### config.mk
export PLATFORM = sky130hd
export DESIGN_NAME = keypad_scanner
export DESIGN_NICKNAME = d
export VERILOG_FILES = /design/src/rtl/keypad_pkg.sv /design/src/rtl/keypad_sync.sv /design/src/rtl/keypad_scanner.sv
export SDC_FILE = /design/constraint.sdc
export NUM_CORES = 1
export LEC_CHECK = 0
export ABC_AREA = 1
export BUFFER_PORTS_ARGS = -buffer_cell sky130_fd_sc_hd__buf_2
export CAP_MARGIN = 25
export CORE_ASPECT_RATIO = 0.6
export CORE_MARGIN = 2
export CORE_UTILIZATION = 60
export CTS_BUF_LIST = sky130_fd_sc_hd__clkbuf_8
export DETAILED_ROUTE_END_ITERATION = 12
export HOLD_SLACK_MARGIN = 0.03
export PLACE_DENSITY = 0.88
export SETUP_SLACK_MARGIN = 0.05
export SLEW_MARGIN = 30
export SYNTH_ARGS = -nofsm -noshare
export SYNTH_HDL_FRONTEND = slang
export SYNTH_SLANG_ARGS = --single-unit
### constraint.sdc
create_clock -name clock -period 2.4 [get_ports clock]
set_clock_uncertainty 0.1 [all_clocks]
set_input_delay 0 -clock clock [delete_from_list [all_inputs] [get_ports clock]]
set_output_delay 0 -clock clock [all_outputs]
set_load 0.01 [all_outputs]
### src/rtl/keypad_pkg.sv
// Shared types, defaults and key map for the 4x4 keypad scanner.
package keypad_pkg;

   localparam int unsigned SCAN_DIV_DEFAULT = 4;
   localparam int unsigned DEBOUNCE_DEFAULT = 8;

   typedef enum logic [2:0] {
      SCAN       = 3'd0,
      PRESS_DB   = 3'd1,
      VALID      = 3'd2,
      HOLD       = 3'd3,
      RELEASE_DB = 3'd4
   } state_e;

   // Indexed by {row, col}; entry 0 is row 0 / col 0.
   localparam logic [15:0][3:0] KEY_MAP = {
      4'hD, 4'hF, 4'h0, 4'hE,
      4'hC, 4'h9, 4'h8, 4'h7,
      4'hB, 4'h6, 4'h5, 4'h4,
      4'hA, 4'h3, 4'h2, 4'h1
   };

   function automatic logic one_low(input logic [3:0] r);
      logic [2:0] n;
      n = 3'd0;
      for (int i = 0; i < 4; i++) begin
         if (!r[i]) n = n + 3'd1;
      end
      return (n == 3'd1);
   endfunction

   function automatic logic [1:0] low_idx(input logic [3:0] r);
      logic [1:0] idx;
      idx = 2'd0;
      for (int i = 0; i < 4; i++) begin
         if (!r[i]) idx = 2'(i);
      end
      return idx;
   endfunction

endpackage

### src/rtl/keypad_sync.sv
// Two-flop synchronizer for asynchronous inputs; flops reset to all ones.
module keypad_sync #(
   parameter int unsigned WIDTH = 4
) (
   input  logic             clock,
   input  logic             reset,
   input  logic [WIDTH-1:0] d,
   output logic [WIDTH-1:0] q
);

   logic [WIDTH-1:0] meta_q, meta_d;
   logic [WIDTH-1:0] sync_q, sync_d;

   always_comb begin
      meta_d = d;
      sync_d = meta_q;
   end

   always_ff @(posedge clock or posedge reset) begin
      if (reset) begin
         meta_q <= '1;
         sync_q <= '1;
      end else begin
         meta_q <= meta_d;
         sync_q <= sync_d;
      end
   end

   assign q = sync_q;

endmodule

### src/rtl/keypad_scanner.sv
// 4x4 matrix keypad scanner: column scan, press/release debounce, one strobe per key.
module keypad_scanner
   import keypad_pkg::*;
#(
   parameter int unsigned SCAN_DIV        = SCAN_DIV_DEFAULT,
   parameter int unsigned DEBOUNCE_CYCLES = DEBOUNCE_DEFAULT
) (
   input  logic       clock,
   input  logic       reset,
   input  logic [3:0] row,
   output logic [3:0] col,
   output logic       v,
   output logic [3:0] code,
   output logic       key_held
);

   localparam int unsigned CNT_MAX = (SCAN_DIV > DEBOUNCE_CYCLES) ? SCAN_DIV : DEBOUNCE_CYCLES;
   localparam int unsigned CW      = $clog2(CNT_MAX) + 1;

   logic [3:0]    row_s;
   state_e        state_q, state_d;
   logic [CW-1:0] cnt_q, cnt_d;
   logic [1:0]    col_idx_q, col_idx_d;
   logic [3:0]    row_lat_q, row_lat_d;
   logic [3:0]    col_q, col_d;
   logic [3:0]    code_q, code_d;
   logic          v_q, v_d;
   logic          key_held_q, key_held_d;

   keypad_sync #(.WIDTH(4)) u_sync (
      .clock (clock),
      .reset (reset),
      .d     (row),
      .q     (row_s)
   );

   // Next state; outputs are computed from the next state so they line up with state_q.
   always_comb begin
      state_d    = state_q;
      cnt_d      = cnt_q;
      col_idx_d  = col_idx_q;
      row_lat_d  = row_lat_q;
      code_d     = code_q;

      case (state_q)
         SCAN: begin
            if (cnt_q >= CW'(SCAN_DIV - 1)) begin
               cnt_d = '0;
               if (one_low(row_s)) begin
                  state_d   = PRESS_DB;
                  row_lat_d = row_s;
               end else begin
                  col_idx_d = col_idx_q + 2'd1;
               end
            end else begin
               cnt_d = cnt_q + CW'(1);
            end
         end
         PRESS_DB: begin
            if (row_s != row_lat_q) begin
               state_d   = SCAN;
               cnt_d     = '0;
               col_idx_d = col_idx_q + 2'd1;
            end else if (cnt_q >= CW'(DEBOUNCE_CYCLES - 1)) begin
               state_d = VALID;
               cnt_d   = '0;
               code_d  = KEY_MAP[{low_idx(row_lat_q), col_idx_q}];
            end else begin
               cnt_d = cnt_q + CW'(1);
            end
         end
         VALID: begin
            state_d = HOLD;
            cnt_d   = '0;
         end
         HOLD: begin
            // The all-ones cycle seen here is the first of the release run.
            if (row_s == 4'hF) begin
               state_d = RELEASE_DB;
               cnt_d   = CW'(1);
            end
         end
         RELEASE_DB: begin
            if (row_s != 4'hF) begin
               state_d = HOLD;
               cnt_d   = '0;
            end else if (cnt_q >= CW'(DEBOUNCE_CYCLES - 1)) begin
               state_d   = SCAN;
               cnt_d     = '0;
               col_idx_d = col_idx_q + 2'd1;
            end else begin
               cnt_d = cnt_q + CW'(1);
            end
         end
         default: begin
            state_d = SCAN;
            cnt_d   = '0;
         end
      endcase

      v_d        = (state_d == VALID);
      key_held_d = (state_d == VALID) || (state_d == HOLD) || (state_d == RELEASE_DB);
      col_d      = ~(4'b0001 << col_idx_d);
   end

   always_ff @(posedge clock or posedge reset) begin
      if (reset) begin
         state_q    <= SCAN;
         cnt_q      <= '0;
         col_idx_q  <= 2'd0;
         row_lat_q  <= 4'hF;
         col_q      <= 4'b1110;
         code_q     <= 4'h0;
         v_q        <= 1'b0;
         key_held_q <= 1'b0;
      end else begin
         state_q    <= state_d;
         cnt_q      <= cnt_d;
         col_idx_q  <= col_idx_d;
         row_lat_q  <= row_lat_d;
         col_q      <= col_d;
         code_q     <= code_d;
         v_q        <= v_d;
         key_held_q <= key_held_d;
      end
   end

   assign col      = col_q;
   assign v        = v_q;
   assign code     = code_q;
   assign key_held = key_held_q;

endmodule

* Word-level counts from Yosys, hierarchy flattened
Memory sizes are Yosys's and may differ from the RTL's. A register that Yosys moved wholly into a read port is not among the register bits.
Cells that the tools add are included.
** Storage, ports and cells
- Memory bits (read-only) :: 64
- Bits in registers :: 27
- Output and inout bits :: 10
- Memories :: 1
- Input port bits :: 6
** Operators by class
- Eq/ne operators :: 12
- Add/sub/neg operators :: 5
- Order comparisons :: 2
- Bitwise logic cells :: 2
- Shifts and indexed selects :: 1
- Mux-type cells :: 38
- Reductions and logical operators :: 5
** Memory list
- (name not given) :: words 16, bits a word 4, rd ports 1, clocked after Yosys merged registers in 1, write ports 0, line keypad_scanner.sv:67 : code_d = KEY_MAP[{low_idx(row_lat_q), col_idx_q}];
** Operator list (count)
- 3-bit 2-to-1 mux :: 18
- 2-bit 2-to-1 mux :: 10
- 4-bit 2-to-1 mux :: 5
- 4-bit one-hot mux with 4 select lines :: 1
- 3-bit one-hot mux with 5 select lines :: 1
- 3-bit by 2-bit equality test with 1-bit output, second input constant :: 4
- 3-bit by 1-bit adder with 3-bit output, second input constant :: 3
- 3-bit by 1-bit equality test with 1-bit output, second input constant :: 2
- 3-bit equality test, second input constant :: 2
- 2-bit one-hot mux with 3 select lines :: 1
- 3-bit AND reduction :: 2
- 4-bit by 1-bit adder with 4-bit output, second input constant :: 1
- 4-bit equality test, second input constant :: 1
- 4-bit by 2-bit >= comparator with 1-bit output, second input constant :: 1
- 4-bit by 3-bit >= comparator with 1-bit output, second input constant :: 1
- 4-bit != test :: 1
- 4-bit != test, second input constant :: 1
- 4-bit NOT :: 1
- 1-bit by 2-bit << shifter with 4-bit output, first input constant :: 1
- 3-bit zero test :: 1
- 2-bit by 1-bit adder with 2-bit output, second input constant :: 1
- 1-bit logical OR :: 2
- 1-bit 2-to-1 mux :: 2
- 2-bit != test, second input constant :: 1
- 1-bit NOT :: 1

* Longest topological paths before layout
- Word-level depth :: 22
- Gate-level depth with buffers :: 16
- Mapped depth without buffers :: 16

* Cells and area by module
A second synthesis with hierarchy kept.
** Second synthesis, totals
- Cells, all modules :: 205
- Area total of the unflattened synthesis :: 1687.9 µm²
** By module, submodules not included
- keypad_scanner :: cells an instance 196, area an instance 1473.9 µm², times used 1
- keypad_sync :: cells an instance 9, area an instance 214.0 µm², times used 1

* Least setup slack after synthesis
Ideal clock, no wire load.
- Path kind :: reg-to-reg
- Start :: register u_sync.sync_q[0], in the netlist u_sync.q[0]
- End :: register col_q[0], in the netlist col[0]
- Stages on the path, launching flop included :: 15
- Path slack :: 0.277 ns
- Arrival :: 1.906 ns
- Path buffers :: 0
- Setup time :: 0.117 ns
- Required time :: 2.183 ns
- Cell sequence :: dfstp_2 > inv_1 > ha_1 > inv_1 > nand2_1 > nand2_1 > ha_1 > nor2_1 > nand3_1 > nand2_1 > nand3_1 > nand3_2 > nand2_4 > inv_2 > nand2_1
** Between the ends
- Cells in the longest elaborated chain, start to end :: 21
** RTL lines
- from (decl) :: line keypad_sync.sv:12 : logic [WIDTH-1:0] sync_q, sync_d;
- from (signal assigned) :: line keypad_sync.sv:25 : sync_q <= sync_d;
- 1-bit 2-to-1 mux :: line keypad_pkg.sv:27 : if (!r[i]) n = n + 3'd1;
- 3-bit 2-to-1 mux :: line keypad_scanner.sv:47 : if (cnt_q >= CW'(SCAN_DIV - 1)) begin
- 3-bit 2-to-1 mux :: line keypad_scanner.sv:45 : case (state_q)
- 3-bit by 1-bit adder with 3-bit output :: line keypad_pkg.sv:27
- 3-bit 2-to-1 mux :: line keypad_pkg.sv:27
- 3-bit 2-to-1 mux :: line keypad_scanner.sv:47
- 3-bit 2-to-1 mux :: line keypad_scanner.sv:45
- 3-bit by 1-bit adder with 3-bit output :: line keypad_pkg.sv:27
- [7 not listed]
- 3-bit by 1-bit equality test with 1-bit output :: line keypad_pkg.sv:29 : return (n == 3'd1);
- 2-bit 2-to-1 mux :: line keypad_scanner.sv:49 : if (one_low(row_s)) begin
- 2-bit 2-to-1 mux :: line keypad_scanner.sv:47
- 2-bit one-hot mux with 3 select lines * :: line keypad_scanner.sv:45
- net col_idx_d[1] :: line keypad_scanner.sv:23 : logic [1:0] col_idx_q, col_idx_d;
- 1-bit by 2-bit << shifter with 4-bit output * :: line keypad_scanner.sv:103 : col_d = ~(4'b0001 << col_idx_d);
- 4-bit NOT * :: line keypad_scanner.sv:103
- net col_d[0] :: line keypad_scanner.sv:25 : logic [3:0] col_q, col_d;
- to (signal assigned) :: line keypad_scanner.sv:121 : col_q <= col_d;
- to (decl) :: line keypad_scanner.sv:25
Mark *: on every way through the listed nets, which the timed path passes. The rest lies on a longest branch. The select of a mux whose other input is x is not followed.
A chain may end at the register's enable or synchronous reset.

* Final worst setup path
Ends and elaborated chain as after synthesis.

==> results.sh <==
export IMPL_outcome="completed"
export IMPL_fin_setup_tns_ns=0
export IMPL_syn_inst=197
export IMPL_drt_pass1_iterations=4
export IMPL_ys_types=28
export IMPL_antenna_left=0
export IMPL_finalWeightedCongestion=0.8900
export IMPL_cts_inserted_buffers=5
export IMPL_slew_headroom=0.6886
export IMPL_hpwl_mm=2.432
export IMPL_pre_cts_slack_ns=0.07861
export IMPL_port_buffers=15
export IMPL_fin_crit_sh=0.9349
export IMPL_grt_max_degree=32
export IMPL_vias=1345
export IMPL_clockRootBuffer="clkbuf_8"
export IMPL_hold_viol=0
export IMPL_yosysMostFrequentCell="nand2_1"
export IMPL_cts_max_level=2
export IMPL_cp_max_fo=4
export IMPL_syn_area_mm2=0.001675
export IMPL_synth_common_cells="nand2_1 (53), inv_1 (24), dfrtp_1 (16)"
export IMPL_yosysSeqAreaShare=0.4742
export IMPL_clk_latency_ns=0.28
export IMPL_drtIter0Drc=93
export IMPL_die_w_um=72.22
export IMPL_pin_count=16
export IMPL_cts_sinks=31
export IMPL_antenna_found_initial=0
export IMPL_end_kind="flip-flop"
export IMPL_clk_pin_slew_ns=0.06
export IMPL_rows=14
export IMPL_synth_top_cell_area_share=0.2390
export IMPL_wl_mm=3.427
export IMPL_ir_drop_mv=0.6634
export IMPL_drc_errors=0
export IMPL_core_area_mm2=0.002575
export IMPL_synth_largest_area_cell="dfrtp_1"
export IMPL_cts_buffer_depth=2
export IMPL_p_per_area_mw_per_mm2=999.5
export IMPL_synth_edf_count=0
export IMPL_die_y_um=44.93
export IMPL_worst_pin_slew_ns=0.4635
export IMPL_n_antenna_cell=0
export IMPL_path_class="flip-flop to flip-flop"
export IMPL_nets=240
export IMPL_grt_overflow=0
export IMPL_syn_nets=212
export IMPL_dieArea_mm2=0.003245
export IMPL_hp_class="input port to async pin"
export IMPL_track_usage=0.2412
export IMPL_leakage_nw=1.019
export IMPL_drive_above_1_share=0.3274
export IMPL_wl_per_cell_um=13.28
export IMPL_crit_arrival_ns=2.32
export IMPL_fin_crit_ns=2.244
export IMPL_rsz0062_at_grt="false"
export IMPL_grt_pass1_vias=1265
export IMPL_synth_flop_cell="dfrtp_1"
export IMPL_synthArstFlopShare=1.000
export IMPL_yosys_warnings=0
export IMPL_grt_pass1_wl_mm=5.713
export IMPL_start_util=0.6506
export IMPL_cts_tree="built"
export IMPL_vias_per_cell=5.213
export IMPL_clock_fmax_ghz=0.4457
export IMPL_area_growth_pct=19.12
export IMPL_cap_violations=0
export IMPL_worst_slack_ns=0.1563
export IMPL_start_kind="flip-flop"
export IMPL_slew_violations=0
export IMPL_synth_top_cells_by_area="dfrtp_1 (24%), dfstp_2 (24%), nand2_1 (12%)"
export IMPL_finalSetupViolCount=0
export IMPL_avgSynthCellArea_um2=8.504
export IMPL_ys_ff_latch=31
export IMPL_required_ns=2.48
==> what timing repair did <==
action                     in CTS  in global routing
setup buffers                   0                  0
hold buffers                    5                  0
setup endpoints to repair       0                 11
gates resized for setup         0                  9
hold endpoints to repair       35                  0
==> through the flow <==
| step | cells | util | power (mW) | hold WS, ns | instance area (µm²) |
|---|---|---|---|---|---|
| 2_1_floorplan | 197 | - | 1.255 | -0.09552 | 1675 |
| 3_5_place_dp | 245 | 0.6983 | 1.426 | -0.01463 | 1798 |
| 4_1_cts | 258 | 0.7634 | 1.980 | 0.2336 | 1966 |
| 5_1_grt | 258 | 0.7750 | 2.127 | 0.2594 | 1996 |
| 3_3_place_gp | 245 | 0.6983 | 1.391 | -0.01549 | 1798 |
| 6_report | 258 | 0.7750 | 1.995 | 0.2281 | 1996 |
==> sequential cells by signal, summed over array words and instances, names as in the netlist, 2 cells and up <==
signal / cells
col: 4
row_lat_q: 4
cnt_q: 4
state_q: 3
col_idx_q: 2
u_sync.q: 4
u_sync.meta_q: 4
code: 4
==> worst paths after layout <==
kind | start | endpoint | slack, ns | cells past startpoint
setup / recovery | u_sync.q[0]$_DFF_PP1_ | col[0]$_DFF_PP0_ | 0.16 | 14
hold reg to reg | u_sync.meta_q[1]$_DFF_PP1_ | u_sync.q[1]$_DFF_PP1_ | 0.25 | 0
setup reg to reg | u_sync.q[0]$_DFF_PP1_ | col[0]$_DFF_PP0_ | 0.16 | 14
min in group clock | u_sync.meta_q[1]$_DFF_PP1_ | u_sync.q[1]$_DFF_PP1_ | 0.25 | 0
max in group asynchronous | reset | row_lat_q[3]$_DFFE_PP1P_ | 1.65 | 4
hold / removal | reset | cnt_q[1]$_DFFE_PP0P_ | 0.23 | 4
==> worst max-delay path, stage by stage, from the launching register on <==
cell and delay (ns):
dfstp_2 0.56, inv_2 0.06, ha_4 0.26, inv_1 0.04
nand2_1 0.06, nand2_1 0.07, ha_1 0.30, nor2_1 0.09
nand3_1 0.09, nand2_2 0.11, nand3_2 0.12, nand3_2 0.13
nand2_4 0.07, inv_2 0.05, nand2_1 0.04
==> cell usage in the layout, fill, tap and decap left out, drive strengths merged, types with 2 or more instances in the layout <==
master and instances:
clkbuf 6, nor3 3, buf 16, dfstp 15, inv 30, dfrtp 16, nand3 15, o21ai 19
a21oi 4, ha 9, dlygate4sd3 5, nand4 2, nand2 60, nor2 17
==> where the power goes <==
part	internal, mW	switching, mW	total [mW]
combinational	0.258	0.435	0.693
sequential	0.665	0.111	0.776
clock	0.335	0.191	0.526
total	1.26	0.736	1.99
==> cells by family after synthesis <==
group           Yosys count  synth area share
compound gates           25           0.08439
xor+xnor                  2           0.01494
fa+ha+maj                 9           0.06722
buf+inv                  30           0.06722
flops                    31            0.4742
mux                       1          0.005975
simple gates             99            0.2860
==> layout make-up <==
type / count / area [µm²]
repair buffers: 21 / 132.6
clock buffers: 6 / 82.58
clock inverters: 2 / 35.03
inverters: 30 / 112.6
fillers: 172 / 579.3
multi-input cells: 136 / 798.3
well taps: 32 / 40.04
flip-flops and latches: 31 / 794.5
==> per-layer routing <==
metal,vias to the layer above,share of wire,track usage
li1,680,-,-
met1,610,0.46,0.3377
met2,48,0.46,0.3578
met3,7,0.067,0.06920
met4,0,0.016,0.09811
met5,-,0,0
No activity file was read; power rests on OpenSTA's default activity.
